==> src/rtl/watch_cmd_arbiter.sv <==
// ============================================================================
// Module      : watch_cmd_arbiter
// Description : Watch setting FSM that merges button edges and UART commands.
//               Auto-repeat of held inc/dec buttons when WATCH_AUTO_REPEAT_EN
//               is defined.
// Revision    : 1.0 - initial release
// ============================================================================
`default_nettype none

module watch_cmd_arbiter #(
    parameter int unsigned REPEAT_DLY  = 50_000_000,
    parameter int unsigned REPEAT_RATE = 10_000_000
) (
    input  logic       clk,
    input  logic       rst,
    input  logic       btn_clear,
    input  logic       btn_move,
    input  logic       btn_inc,
    input  logic       btn_dec,
    input  logic [7:0] rx_data,
    input  logic       rx_valid,
    input  logic       tx_empty,
    output logic [1:0] digit_mode,
    output logic       inc,
    output logic       dec,
    output logic       clear,
    output logic [3:0] state_led,
    output logic       cmd_drop
);

    typedef enum logic [1:0] {
        S_RUN  = 2'd0,
        S_SEC  = 2'd1,
        S_MIN  = 2'd2,
        S_HOUR = 2'd3
    } state_t;

    localparam logic [1:0] c_CMD_CLR  = 2'd0;
    localparam logic [1:0] c_CMD_MOVE = 2'd1;
    localparam logic [1:0] c_CMD_INC  = 2'd2;
    localparam logic [1:0] c_CMD_DEC  = 2'd3;

    state_t     r_state;
    state_t     w_state_nxt;
    logic       r_armed;
    logic [3:0] r_btn_prev;
    logic [3:0] w_btn;
    logic [3:0] w_ev;
    logic       w_btn_any;
    logic       w_in_set;
    logic       r_pend_valid;
    logic [1:0] r_pend_cmd;
    logic       w_rx_hit;
    logic [1:0] w_rx_cmd;
    logic       w_exec;
    logic       w_do_clear;
    logic       w_do_move;
    logic       w_do_inc;
    logic       w_do_dec;
    logic       w_rpt_fire;
    logic       w_rpt_is_inc;

    // Bit order {dec, inc, move, clear}; events are suppressed for the first
    // edge after reset so a button held through reset needs a fresh press.
    assign w_btn     = {btn_dec, btn_inc, btn_move, btn_clear};
    assign w_ev      = w_btn & ~r_btn_prev & {4{r_armed}};
    assign w_btn_any = (|w_ev) | w_rpt_fire;
    assign w_in_set  = (r_state != S_RUN);
    assign w_exec    = r_pend_valid & tx_empty & ~w_btn_any;

    always_ff @(posedge clk or posedge rst) begin
        if (rst) begin
            r_armed    <= 1'b0;
            r_btn_prev <= 4'b0000;
        end else begin
            r_armed    <= 1'b1;
            r_btn_prev <= w_btn;
        end
    end

    always_comb begin
        w_rx_hit = 1'b0;
        w_rx_cmd = c_CMD_CLR;
        if (rx_valid) begin
            case (rx_data)
                8'h43, 8'h63: begin w_rx_hit = 1'b1; w_rx_cmd = c_CMD_CLR;  end
                8'h4D, 8'h6D: begin w_rx_hit = 1'b1; w_rx_cmd = c_CMD_MOVE; end
                8'h55, 8'h75: begin w_rx_hit = 1'b1; w_rx_cmd = c_CMD_INC;  end
                8'h44, 8'h64: begin w_rx_hit = 1'b1; w_rx_cmd = c_CMD_DEC;  end
                default:      begin w_rx_hit = 1'b0; w_rx_cmd = c_CMD_CLR;  end
            endcase
        end
    end

    // A fresh decode always wins the slot; an executing command frees it first.
    always_ff @(posedge clk or posedge rst) begin
        if (rst) begin
            r_pend_valid <= 1'b0;
            r_pend_cmd   <= c_CMD_CLR;
        end else if (w_rx_hit) begin
            r_pend_valid <= 1'b1;
            r_pend_cmd   <= w_rx_cmd;
        end else if (w_exec) begin
            r_pend_valid <= 1'b0;
        end
    end

    // Single winner per cycle: button events, then auto-repeat, then UART.
    always_comb begin
        w_do_clear = 1'b0;
        w_do_move  = 1'b0;
        w_do_inc   = 1'b0;
        w_do_dec   = 1'b0;
        if (w_ev[0]) begin
            w_do_clear = 1'b1;
        end else if (w_ev[1]) begin
            w_do_move = 1'b1;
        end else if (w_ev[2]) begin
            w_do_inc = 1'b1;
        end else if (w_ev[3]) begin
            w_do_dec = 1'b1;
        end else if (w_rpt_fire) begin
            w_do_inc = w_rpt_is_inc;
            w_do_dec = ~w_rpt_is_inc;
        end else if (w_exec) begin
            case (r_pend_cmd)
                c_CMD_CLR:  w_do_clear = 1'b1;
                c_CMD_MOVE: w_do_move  = 1'b1;
                c_CMD_INC:  w_do_inc   = 1'b1;
                default:    w_do_dec   = 1'b1;
            endcase
        end
    end

    always_comb begin
        w_state_nxt = r_state;
        if (w_do_clear) begin
            w_state_nxt = S_RUN;
        end else if (w_do_move) begin
            case (r_state)
                S_RUN:   w_state_nxt = S_SEC;
                S_SEC:   w_state_nxt = S_MIN;
                S_MIN:   w_state_nxt = S_HOUR;
                default: w_state_nxt = S_RUN;
            endcase
        end
    end

    always_ff @(posedge clk or posedge rst) begin
        if (rst) begin
            r_state <= S_RUN;
        end else begin
            r_state <= w_state_nxt;
        end
    end

    always_ff @(posedge clk or posedge rst) begin
        if (rst) begin
            digit_mode <= 2'd0;
            state_led  <= 4'b0001;
            inc        <= 1'b0;
            dec        <= 1'b0;
            clear      <= 1'b0;
            cmd_drop   <= 1'b0;
        end else begin
            digit_mode <= w_state_nxt;
            state_led  <= 4'b0001 << w_state_nxt;
            inc        <= w_do_inc & w_in_set;
            dec        <= w_do_dec & w_in_set;
            clear      <= w_do_clear;
            cmd_drop   <= w_rx_hit & r_pend_valid & ~w_exec;
        end
    end

`ifdef WATCH_AUTO_REPEAT_EN
    localparam int unsigned c_CNT_W = $clog2(REPEAT_DLY + REPEAT_RATE + 1);
    localparam logic [c_CNT_W-1:0] c_RPT_FIRST = c_CNT_W'(REPEAT_DLY);
    localparam logic [c_CNT_W-1:0] c_RPT_NEXT  = c_CNT_W'(REPEAT_DLY + REPEAT_RATE);

    logic               r_rpt_active;
    logic               r_rpt_is_inc;
    logic [c_CNT_W-1:0] r_rpt_cnt;
    logic [c_CNT_W-1:0] w_rpt_cnt_inc;
    logic               w_rpt_held;

    assign w_rpt_is_inc  = r_rpt_is_inc;
    assign w_rpt_held    = r_rpt_is_inc ? btn_inc : btn_dec;
    assign w_rpt_cnt_inc = r_rpt_cnt + c_CNT_W'(1);
    assign w_rpt_fire    = r_rpt_active & w_rpt_held & w_in_set &
                           ((w_rpt_cnt_inc == c_RPT_FIRST) || (w_rpt_cnt_inc == c_RPT_NEXT));

    // Counter holds cycles since the press; it folds back to the first-repeat
    // point after each later repeat so it never exceeds DLY+RATE.
    always_ff @(posedge clk or posedge rst) begin
        if (rst) begin
            r_rpt_active <= 1'b0;
            r_rpt_is_inc <= 1'b0;
            r_rpt_cnt    <= '0;
        end else if (!w_in_set || w_do_clear || w_do_move) begin
            r_rpt_active <= 1'b0;
            r_rpt_cnt    <= '0;
        end else if (w_ev[2] || w_ev[3]) begin
            r_rpt_active <= 1'b1;
            r_rpt_is_inc <= w_ev[2];
            r_rpt_cnt    <= '0;
        end else if (r_rpt_active && w_rpt_held) begin
            r_rpt_cnt <= (w_rpt_cnt_inc == c_RPT_NEXT) ? c_RPT_FIRST : w_rpt_cnt_inc;
        end else begin
            r_rpt_active <= 1'b0;
            r_rpt_cnt    <= '0;
        end
    end
`else
    assign w_rpt_fire   = 1'b0;
    assign w_rpt_is_inc = 1'b0;

    if (REPEAT_DLY == 0 || REPEAT_RATE == 0) begin : g_rpt_cfg_zero
    end
`endif

endmodule

`default_nettype wire

==> config.mk <==
export PLATFORM = sky130hd
export DESIGN_NAME = watch_cmd_arbiter
export DESIGN_NICKNAME = d
export VERILOG_FILES = /design/src/rtl/watch_cmd_arbiter.sv
export SDC_FILE = /design/constraint.sdc
export NUM_CORES = 1
export LEC_CHECK = 0
export CORE_MARGIN = 3
export CORE_UTILIZATION = 47
export CTS_CLUSTER_DIAMETER = 80
export DETAILED_ROUTE_END_ITERATION = 8
export PLACE_DENSITY = 0.77
export SYNTH_ARGS = -nofsm -noshare
export SYNTH_HDL_FRONTEND = slang
export SYNTH_SLANG_ARGS = --single-unit
==> constraint.sdc <==
create_clock -name clk -period 2 [get_ports clk]
set_input_delay 0.2 -clock clk [delete_from_list [all_inputs] [get_ports clk]]
set_output_delay 0.2 -clock clk [all_outputs]
set_load 0.005 [all_outputs]
; ---- After elaboration in Yosys (flattened, before gate mapping)
; Cells that the tools add are included.
[totals]
reg_bits = 18
word_cells = 77
[classes]
eq_ne = 12
shifts = 1
n_mux = 33
bitwise = 11
n_reduce_logical = 10
[op_table]
columns = cell, n
row1 = "equality test 8 x 7 -> 1 bit, second input constant", 8
row2 = two-way mux 1 bit, 28
row3 = one-hot mux 2 bit (3 select lines), 2
row4 = bitwise AND 4 bit, 2
row5 = OR reduction 8 bit, 1
row6 = bitwise AND 1 bit, 6
row7 = two-way mux 2 bit, 3
row8 = OR reduction 2 bit, 3
row9 = "equality test 2 x 1 -> 1 bit, second input constant", 2
row10 = "equality test 2 bit, second input constant", 2
row11 = zero test 2 bit, 2
row12 = inverter 4 bit, 1
row13 = nonzero test 2 bit, 2
row14 = OR reduction 4 bit, 1
row15 = "left shift 1 x 2 -> 4 bit, first input constant", 1
row16 = OR reduction 3 bit, 1
row17 = inverter 1 bit, 2

; ---- Logic depth before layout (Yosys ltp)
; Gate-level depths: netlist (run 1).
[depth]
depth_word = 14
ltp_mapped = 6

; ---- Worst setup path before layout (run 1)
; No wires, ideal clock.
[synth_path]
path_type = reg2reg
start = register digit_mode[1] (netlist name)
end = register state_led[1]
t_arrival_ps = 1513
t_required_ps = 1922
setup_slack_ps = 409
path_stages_with_launch = 7
n_path_buf = 0
path_cell_list = dfrtp_1 -> inv_1 -> ha_1 -> nor2_1 -> or2_2 -> or4_1 -> a21oi_1
[synth_lines]
columns = item, line
row1 = to (signal assigned), 167  ; state_led <= 4'b0001 << w_state_nxt;
row2 = to (decl), 27  ; output logic [3:0] state_led,

==> flow_summary.html, run 1 <==
<table>
<tr><th>Metric</th><th>Value</th></tr>
<tr><th colspan="2">Layout</th></tr>
<tr><td>FILL cells</td><td>166</td></tr>
<tr><td>Antenna cells</td><td>0</td></tr>
<tr><td>Highest-count cells in the layout ignoring fill and taps</td><td>sky130_fd_sc_hd__clkdlybuf4s50_1, sky130_fd_sc_hd__dfrtp_1, sky130_fd_sc_hd__nand2_1, sky130_fd_sc_hd__inv_1, sky130_fd_sc_hd__a21oi_1</td></tr>
<tr><td>Most frequent standard cell in the layout excluding fill and tap cells</td><td>sky130_fd_sc_hd__clkdlybuf4s50_1</td></tr>
<tr><td>Layout area overhead</td><td>30.87%</td></tr>
<tr><td>Share of final-layout standard cells stronger than drive strength 1</td><td>0.1395</td></tr>
<tr><td>Count of nets after finishing</td><td>149</td></tr>
<tr><th colspan="2">STA</th></tr>
<tr><td>Worst slew margin relative to its limit</td><td>0.5670</td></tr>
<tr><td>Final setup viols</td><td>0</td></tr>
<tr><td>Total Negative Setup Slacks</td><td>0 ns</td></tr>
<tr><td>Final Hold Viols</td><td>0</td></tr>
<tr><td>Fin. max-slew vios</td><td>0</td></tr>
<tr><td>Transition time at the pin with the least slew margin</td><td>0.6488 ns</td></tr>
<tr><td>RSZ-0062 raised after global routing</td><td>false</td></tr>
<tr><td>Highest achievable clock rate</td><td>558.0 MHz</td></tr>
<tr><td>Final Skew</td><td>0.008355 ns</td></tr>
<tr><td>Post-route fraction of the period consumed by the critical path</td><td>0.8961</td></tr>
<tr><td>Worst setup slack after layout</td><td>0.2078 ns</td></tr>
<tr><td>Final min period</td><td>1.792 ns</td></tr>
<tr><th colspan="2">Route</th></tr>
<tr><td>Detail-routed net length per standard cell</td><td>12.58 um</td></tr>
<tr><td>Initial drt markers</td><td>19</td></tr>
<tr><td>DRT Wirelength</td><td>1963 um</td></tr>
<tr><td>Routed Antenna Nets</td><td>0</td></tr>
<tr><td>Final routed DRC violation total</td><td>0</td></tr>
<tr><td>Ratio of routed vias to standard cells</td><td>5.481</td></tr>
<tr><td>First-pass iteration count of the detailed router</td><td>4</td></tr>
<tr><td>Detailed-route via count</td><td>855</td></tr>
<tr><th colspan="2">Synth</th></tr>
<tr><td>#FFs+latches synth</td><td>18</td></tr>
<tr><td>Mux contribution to synthesized area</td><td>0.02214</td></tr>
<tr><td>Share of the yosys chip area belonging to registers</td><td>0.4440</td></tr>
<tr><td>Adder and majority cell fraction of the synthesized area</td><td>0.03690</td></tr>
<tr><td>XOR/XNOR Fraction of Synth Area</td><td>0.02583</td></tr>
<tr><td>Count of flip-flops with a built-in enable after synthesis</td><td>0</td></tr>
<tr><td>Main flop type after synthesis</td><td>sky130_fd_sc_hd__dfrtp_1</td></tr>
<tr><td>Post-synthesis compound-gate area fraction</td><td>0.2153</td></tr>
<tr><td>Post-synthesis share of cell area spent on and, or, nand and nor gates</td><td>0.2140</td></tr>
<tr><td>Synth cell types</td><td>43</td></tr>
<tr><td>Cell count after synthesis</td><td>99</td></tr>
<tr><td>Ys async rst share</td><td>1.000</td></tr>
<tr><td>Avg Cell Area, Syn</td><td>10.28 sq um</td></tr>
<tr><td>Net count after synthesis</td><td>118</td></tr>
<tr><td>Netlist area before placement</td><td>1017 sq um</td></tr>
<tr><td>Main combinational cell family by area after synthesis</td><td>compound AO/OA/AOI/OAI gates</td></tr>
<tr><td>Synthesis warning total</td><td>0</td></tr>
<tr><th colspan="2">Floorplanning</th></tr>
<tr><td>Floorplan row count</td><td>16</td></tr>
<tr><td>Die Span X</td><td>52.52 um</td></tr>
<tr><td>I/O pin count</td><td>26</td></tr>
<tr><td>Die outline area</td><td>2758 sq um</td></tr>
<tr><td>Core ar.</td><td>2002 sq um</td></tr>
<tr><td>Overall die height</td><td>52.52 um</td></tr>
<tr><td>Initial core utilization</td><td>0.5081</td></tr>
<tr><th colspan="2">Flow run</th></tr>
<tr><td>Max-capacitance violation count</td><td>0</td></tr>
<tr><th colspan="2">Place</th></tr>
<tr><td>Port bufs</td><td>24</td></tr>
<tr><td>Worst-case setup slack after placement</td><td>0.09214 ns</td></tr>
<tr><td>Routability congestion estimate from global placement</td><td>0.9602</td></tr>
<tr><td>Final HPWL DP</td><td>1463 um</td></tr>
<tr><th colspan="2">Global route</th></tr>
<tr><td>Antenna violations before repair</td><td>0</td></tr>
<tr><td>Grt total ovfl</td><td>0</td></tr>
<tr><td>Number of global-route vias before repair</td><td>771</td></tr>
<tr><td>First-pass GRT wire length</td><td>3229 um</td></tr>
<tr><td>Largest net degree at the start of global routing</td><td>19</td></tr>
<tr><td>Total global-route track usage</td><td>0.1556</td></tr>
<tr><th colspan="2">Worst setup path</th></tr>
<tr><td>Worst-path cell with the longest stage delay</td><td>sky130_fd_sc_hd__dfrtp_1</td></tr>
<tr><td>Classification of the worst setup path</td><td>flop to flop</td></tr>
<tr><td>CP startpoint kind</td><td>flop</td></tr>
<tr><td>CP peak stage delay</td><td>0.45 ns</td></tr>
<tr><td>Terminus of the critical flop-to-flop path</td><td>state_led[1]</td></tr>
<tr><td>Arrival time at the worst endpoint</td><td>2.01 ns</td></tr>
<tr><td>Worst Path Max Fanout</td><td>6</td></tr>
<tr><td>Reg-to-reg slack, setup</td><td>0.21 ns</td></tr>
<tr><td>Type of destination of the critical path</td><td>flop</td></tr>
<tr><td>Critical-path cell list</td><td>inv_1 -&gt; ha_1 -&gt; nor2_1 -&gt; or2_2 -&gt; or4_1 -&gt; a21oi_1</td></tr>
<tr><td>Reg2reg path depth</td><td>6</td></tr>
<tr><td>CP required</td><td>2.22 ns</td></tr>
<tr><td>Origin of the critical flop-to-flop path</td><td>digit_mode[1]</td></tr>
<tr><th colspan="2">Clock tree</th></tr>
<tr><td>Clock latency on the worst-skew pair</td><td>0.29 ns</td></tr>
<tr><td>Maximum count of clock buffers along a single path</td><td>2</td></tr>
<tr><td>Clock tree from TritonCTS</td><td>yes</td></tr>
<tr><td>CTS clock-pin slew for the worst setup and hold paths</td><td>0.10 ns</td></tr>
<tr><td>Clock sinks</td><td>18</td></tr>
<tr><td>Number of CTS-inserted buffers</td><td>3</td></tr>
<tr><td>Number of post-CTS setup repair buffers</td><td>0</td></tr>
<tr><td>Count of hold-fix buffers inserted at cts</td><td>0</td></tr>
<tr><td>Post-cts gate resize count</td><td>0</td></tr>
<tr><td>Root Driver</td><td>sky130_fd_sc_hd__clkbuf_4</td></tr>
<tr><td>Clock H-tree levels</td><td>1</td></tr>
<tr><th colspan="2">Pwr</th></tr>
<tr><td>Total power</td><td>0.8661 mW</td></tr>
<tr><td>Maximum vdd drop</td><td>0.4547 mV</td></tr>
<tr><td>Standby leakage power</td><td>0.5614 nW</td></tr>
<tr><td>Pwr per Cell Area</td><td>650.6 nW/um^2</td></tr>
<tr><th colspan="2">Status</th></tr>
<tr><td>Run status</td><td>finished, final reports clean</td></tr>
<tr><th colspan="2">Min path</th></tr>
<tr><td>Min-Delay Path Class</td><td>input pin to asynchronous set/reset pin</td></tr>
</table>
metrics by stage:
stage / util / hold slack (ns) / instances / area (sq um)
floorplan: - / 0.1378 / 99 / 1017
global placement: 0.6519 / 0.5367 / 152 / 1305
detailed placement: 0.6519 / 0.5432 / 152 / 1305
CTS: 0.6650 / 0.3085 / 156 / 1331
global route: 0.6650 / 0.3568 / 156 / 1331
finish: 0.6650 / 0.2920 / 156 / 1331
critical path, delay by kind of cell, from the launching register on:
kind,cells,cell delay [ns]
AND/OR/NAND/NOR,3,0.77
flip-flops,1,0.45
adder cells (fa/ha/maj),1,0.21
buffers and inverters,1,0.16
AO/OA/AOI/OAI,1,0.13
cells by family after synthesis:
family                   Yosys count
other                              1
AND/OR/NAND/NOR                   37
XOR/XNOR                           3
adder cells (fa/ha/maj)            3
multiplexers                       2
AO/OA/AOI/OAI                     27
buffers and inverters              8
flip-flops                        18
registers in the layout, indices dropped and copies added (netlist names):
register and cells:
r_armed 1, cmd_drop 1, clear 1, digit_mode 2, inc 1, r_btn_prev 4
r_pend_valid 1, state_led 4, dec 1, r_pend_cmd 2
Yosys cell counts, types with 2 or more instances:
cell | count | area, sq um
sky130_fd_sc_hd__inv_1 | 6 | 22.52
sky130_fd_sc_hd__nand2_1 | 7 | 26.28
sky130_fd_sc_hd__a21oi_1 | 6 | 30.03
sky130_fd_sc_hd__nand2b_1 | 2 | 12.51
sky130_fd_sc_hd__nor4_1 | 2 | 12.51
sky130_fd_sc_hd__nor2b_1 | 3 | 18.77
sky130_fd_sc_hd__nor2_1 | 5 | 18.77
sky130_fd_sc_hd__o41ai_1 | 2 | 17.52
sky130_fd_sc_hd__nor2b_4 | 2 | 27.53
sky130_fd_sc_hd__dfrtp_1 | 17 | 425.4
sky130_fd_sc_hd__xor2_1 | 2 | 17.52
sky130_fd_sc_hd__nand3b_1 | 2 | 15.01
sky130_fd_sc_hd__mux2_2 | 2 | 22.52
sky130_fd_sc_hd__o211ai_1 | 3 | 22.52
sky130_fd_sc_hd__ha_1 | 3 | 37.54
sky130_fd_sc_hd__o21ai_0 | 3 | 15.01
sky130_fd_sc_hd__nor3_1 | 4 | 20.02
sky130_fd_sc_hd__nand4_1 | 3 | 18.77
metal layers:
metal  track usage  vias to the layer above  part of all wire
li1              -                      429                 -
met1        0.2182                      387              0.49
met2        0.2273                       33              0.43
met3       0.02849                        6             0.060
met4       0.07660                        0             0.023
met5             0                        -                 0
layout make-up:
cell class	count	area [sq um]	share of cell area
Multi-Input combinational cell	73	526.8	0.3957
Inverter	6	22.52	0.01692
Tap cell	27	33.78	0.02538
Timing Repair Buffer	28	270.3	0.2030
Clock buffer	4	26.28	0.01974
Sequential cell	18	451.7	0.3393
where the power goes:
| group | switching [mW] | internal [mW] | leakage, nW | total, mW |
|---|---|---|---|---|
| Clock | 0.107 | 0.0775 | 0.0150 | 0.184 |
| Combinational | 0.120 | 0.138 | 0.314 | 0.258 |
| Sequential | 0.0235 | 0.400 | 0.232 | 0.424 |
| Total | 0.250 | 0.616 | 0.561 | 0.866 |
how the worst max path moves through the flow:
stage / from / to / slack [ns] / depth (start not counted)
detailed placement: rx_data[4] / r_pend_cmd[1] / 0.09 / 5
global route: digit_mode[1] / state_led[1] / 0.09 / 6
global placement: rx_data[4] / r_pend_cmd[1] / 0.11 / 5
finish: digit_mode[1] / state_led[1] / 0.21 / 6
floorplan: digit_mode[1] / state_led[1] / 0.41 / 6
CTS: digit_mode[1] / state_led[1] / 0.24 / 6
No activity file was read; power rests on OpenSTA's default activity.
==> inputs of run 2 (changes only) <==
Settings changed: CORE_UTILIZATION 47 to 30, DONT_BUFFER_PORTS set to 1, PLACE_DENSITY 0.77 to not set.
==> run 2 against run 1 <==
  * Critical path depth did not move
  * Global-route usage shrank 5.6 points
  * Critical endpoint unchanged
  * Cell count decreased by 3.2%
  * Worst setup slack worse by 0.012 ns
  * Register-to-register slack about the same
==> flow_summary.html, run 2 (synthesized netlist as in run 1, its figures left out) <==
<table>
<tr><th>Metric</th><th>Value</th></tr>
<tr><th colspan="2">STA</th></tr>
<tr><td>Final Hold Viols</td><td>0 (unchanged)</td></tr>
<tr><td>Highest achievable clock rate</td><td>554.2 MHz (-0.67%)</td></tr>
<tr><td>Final min period</td><td>1.804 ns (+0.01212 ns)</td></tr>
<tr><td>Final setup viols</td><td>0 (unchanged)</td></tr>
<tr><td>Transition time at the pin with the least slew margin</td><td>0.6576 ns (+0.008842 ns)</td></tr>
<tr><td>Post-route fraction of the period consumed by the critical path</td><td>0.9021 (+0.006058)</td></tr>
<tr><td>Fin. max-slew vios</td><td>0 (unchanged)</td></tr>
<tr><td>Total Negative Setup Slacks</td><td>0 ns (unchanged)</td></tr>
<tr><td>Worst setup slack after layout</td><td>0.1957 ns (-0.01212 ns)</td></tr>
<tr><td>Worst slew margin relative to its limit</td><td>0.5611 (-0.005901)</td></tr>
<tr><td>RSZ-0062 raised after global routing</td><td>false</td></tr>
<tr><td>Final Skew</td><td>0.008757 ns (+0.0004014 ns)</td></tr>
<tr><th colspan="2">Clock tree</th></tr>
<tr><td>Count of hold-fix buffers inserted at cts</td><td>5 (+5)</td></tr>
<tr><td>CTS clock-pin slew for the worst setup and hold paths</td><td>0.09 ns (about the same)</td></tr>
<tr><td>Clock tree from TritonCTS</td><td>yes</td></tr>
<tr><td>Maximum count of clock buffers along a single path</td><td>2 (unchanged)</td></tr>
<tr><td>Number of post-CTS setup repair buffers</td><td>0 (unchanged)</td></tr>
<tr><td>Number of CTS-inserted buffers</td><td>3 (unchanged)</td></tr>
<tr><td>Clock latency on the worst-skew pair</td><td>0.29 ns (about the same)</td></tr>
<tr><td>Clock H-tree levels</td><td>1 (unchanged)</td></tr>
<tr><td>Root Driver</td><td>sky130_fd_sc_hd__clkbuf_4</td></tr>
<tr><td>Clock sinks</td><td>18 (unchanged)</td></tr>
<tr><td>Post-cts gate resize count</td><td>0 (unchanged)</td></tr>
<tr><th colspan="2">Global route</th></tr>
<tr><td>Antenna violations before repair</td><td>0 (unchanged)</td></tr>
<tr><td>Total global-route track usage</td><td>0.09948 (-0.05611)</td></tr>
<tr><td>Number of global-route vias before repair</td><td>769 (-0.26%)</td></tr>
<tr><td>Grt total ovfl</td><td>0 (unchanged)</td></tr>
<tr><td>First-pass GRT wire length</td><td>3291 um (+1.9%)</td></tr>
<tr><td>Largest net degree at the start of global routing</td><td>19 (unchanged)</td></tr>
<tr><th colspan="2">Floorplanning</th></tr>
<tr><td>I/O pin count</td><td>26 (unchanged)</td></tr>
<tr><td>Floorplan row count</td><td>20 (+4)</td></tr>
<tr><td>Overall die height</td><td>64.23 um (+22%)</td></tr>
<tr><td>Core ar.</td><td>3153 sq um (+57%)</td></tr>
<tr><td>Die Span X</td><td>64.23 um (+22%)</td></tr>
<tr><td>Initial core utilization</td><td>0.3226 (-0.1855)</td></tr>
<tr><td>Die outline area</td><td>4125 sq um (+50%)</td></tr>
<tr><th colspan="2">Pwr</th></tr>
<tr><td>Pwr per Cell Area</td><td>680.8 nW/um^2 (+4.6%)</td></tr>
<tr><td>Standby leakage power</td><td>0.4776 nW (-15%)</td></tr>
<tr><td>Maximum vdd drop</td><td>0.1800 mV (-60%)</td></tr>
<tr><th colspan="2">Route</th></tr>
<tr><td>Detail-routed net length per standard cell</td><td>13.41 um (+6.6%)</td></tr>
<tr><td>Detailed-route via count</td><td>814 (-4.8%)</td></tr>
<tr><td>Ratio of routed vias to standard cells</td><td>5.391 (-1.6%)</td></tr>
<tr><td>Routed Antenna Nets</td><td>0 (unchanged)</td></tr>
<tr><td>DRT Wirelength</td><td>2025 um (+3.2%)</td></tr>
<tr><td>First-pass iteration count of the detailed router</td><td>5 (+1)</td></tr>
<tr><td>Initial drt markers</td><td>45 (+26)</td></tr>
<tr><td>Final routed DRC violation total</td><td>0 (unchanged)</td></tr>
<tr><th colspan="2">Place</th></tr>
<tr><td>Cell area reported after detailed placement</td><td>1064 sq um (-19%)</td></tr>
<tr><td>Routability congestion estimate from global placement</td><td>0.7454 (-22%)</td></tr>
<tr><td>Worst-case setup slack after placement</td><td>0.2436 ns (+0.1515 ns)</td></tr>
<tr><td>Final HPWL DP</td><td>1481 um (+1.2%)</td></tr>
<tr><td>Port bufs</td><td>0 (-100%)</td></tr>
<tr><th colspan="2">Worst setup path</th></tr>
<tr><td>CP startpoint kind</td><td>flop</td></tr>
<tr><td>Arrival time at the worst endpoint</td><td>2.01 ns (about the same)</td></tr>
<tr><td>Worst Path Max Fanout</td><td>6 (unchanged)</td></tr>
<tr><td>Startpoint of the most critical setup path</td><td>digit_mode[1]</td></tr>
<tr><td>Type of destination of the critical path</td><td>flop</td></tr>
<tr><td>CP required</td><td>2.21 ns (about the same)</td></tr>
<tr><td>Classification of the worst setup path</td><td>flop to flop</td></tr>
<tr><td>Origin of the critical flop-to-flop path</td><td>digit_mode[1]</td></tr>
<tr><th colspan="2">Layout</th></tr>
<tr><td>Largest registers</td><td>r_btn_prev (4), state_led (4)</td></tr>
<tr><td>Antenna cells</td><td>0 (unchanged)</td></tr>
<tr><td>FILL cells</td><td>334 (+100%)</td></tr>
<tr><td>Total non-filler cell area in the finished layout</td><td>1140 sq um (-14%)</td></tr>
<tr><td>Most frequent standard cell in the layout excluding fill and tap cells</td><td>sky130_fd_sc_hd__dfrtp_1</td></tr>
<tr><td>Highest-count cells in the layout ignoring fill and taps</td><td>sky130_fd_sc_hd__dfrtp_1, sky130_fd_sc_hd__nand2_1, sky130_fd_sc_hd__inv_1, sky130_fd_sc_hd__a21oi_1</td></tr>
<tr><td>Count of nets after finishing</td><td>127 (-15%)</td></tr>
<tr><td>Layout area overhead</td><td>12.05%</td></tr>
<tr><td>Share of final-layout standard cells stronger than drive strength 1</td><td>0.1402 (+0.0006520)</td></tr>
<tr><th colspan="2">Flow run</th></tr>
<tr><td>Max-capacitance violation count</td><td>0 (unchanged)</td></tr>
<tr><th colspan="2">Status</th></tr>
<tr><td>Run status</td><td>finished, final reports clean</td></tr>
<tr><th colspan="2">Min path</th></tr>
<tr><td>Start point of the worst hold path</td><td>rx_valid</td></tr>
<tr><td>Min-Delay Path Class</td><td>input pin to flop</td></tr>
</table>
run 2: changes by cell type in the layout (fill, tap and decap cells not counted):
cell / change
sky130_fd_sc_hd__dlygate4sd3_1: +5
sky130_fd_sc_hd__buf_4: -3
sky130_fd_sc_hd__clkdlybuf4s50_1: -24
run 2: where the power goes:
part | switching [mW] | internal, mW | leakage [nW]
Sequential | 0.0304 | 0.401 | 0.232
Clock | 0.0970 | 0.0775 | 0.0150
Combinational | 0.0969 | 0.0735 | 0.230
run 2: area by class of cell:
type / count / area [sq um] / share of cell area
Inverter: 6 / 22.52 / 0.01976
Multi-Input combinational cell: 73 / 526.8 / 0.4621
Clock buffer: 4 / 26.28 / 0.02305
Sequential cell: 18 / 451.7 / 0.3963
Tap cell: 44 / 55.05 / 0.04830
Timing Repair Buffer: 6 / 57.56 / 0.05049
run 2: critical path, stage by stage, from the launching register on:
cell	delay, ns
sky130_fd_sc_hd__dfrtp_1	0.47
sky130_fd_sc_hd__inv_1	0.16
sky130_fd_sc_hd__ha_1	0.21
sky130_fd_sc_hd__nor2_1	0.06
sky130_fd_sc_hd__or2_2	0.28
sky130_fd_sc_hd__or4_1	0.40
sky130_fd_sc_hd__a21oi_1	0.14
run 2: per-stage QoR:
| stage | utilization | total power, mW | hold WS, ns | std cells |
|---|---|---|---|---|
| global placement | 0.3373 | 0.5914 | 0.1994 | 142 |
| global route | 0.3615 | 0.8321 | 0.08012 | 151 |
| CTS | 0.3615 | 0.7824 | 0.07393 | 151 |
| finish | 0.3615 | 0.7760 | 0.07641 | 151 |
| floorplan | - | 0.5644 | 0.1378 | 99 |
| detailed placement | 0.3373 | 0.5974 | 0.2172 | 142 |
run 2: final timing paths:
| check | slack (ns) | endpoint | cells after the start |
|---|---|---|---|
| max in group asynchronous | 1.14 | state_led[2] | 2 |
| worst min-delay path | 0.08 | cmd_drop | 2 |
| worst max-delay path | 0.20 | state_led[1] | 6 |
| worst min register to register | 0.57 | r_pend_cmd[1] | 1 |
| worst max register to register | 0.20 | state_led[1] | 6 |
| min in group asynchronous | 0.44 | r_armed | 2 |
run 2: routing by layer:
metal,GRT usage,vias to the layer above,wire length [um]
met4,0.01583,0,22
met3,0.04394,4,201
met5,0,-,0
li1,-,384,-
met1,0.1208,372,889
met2,0.1652,54,911
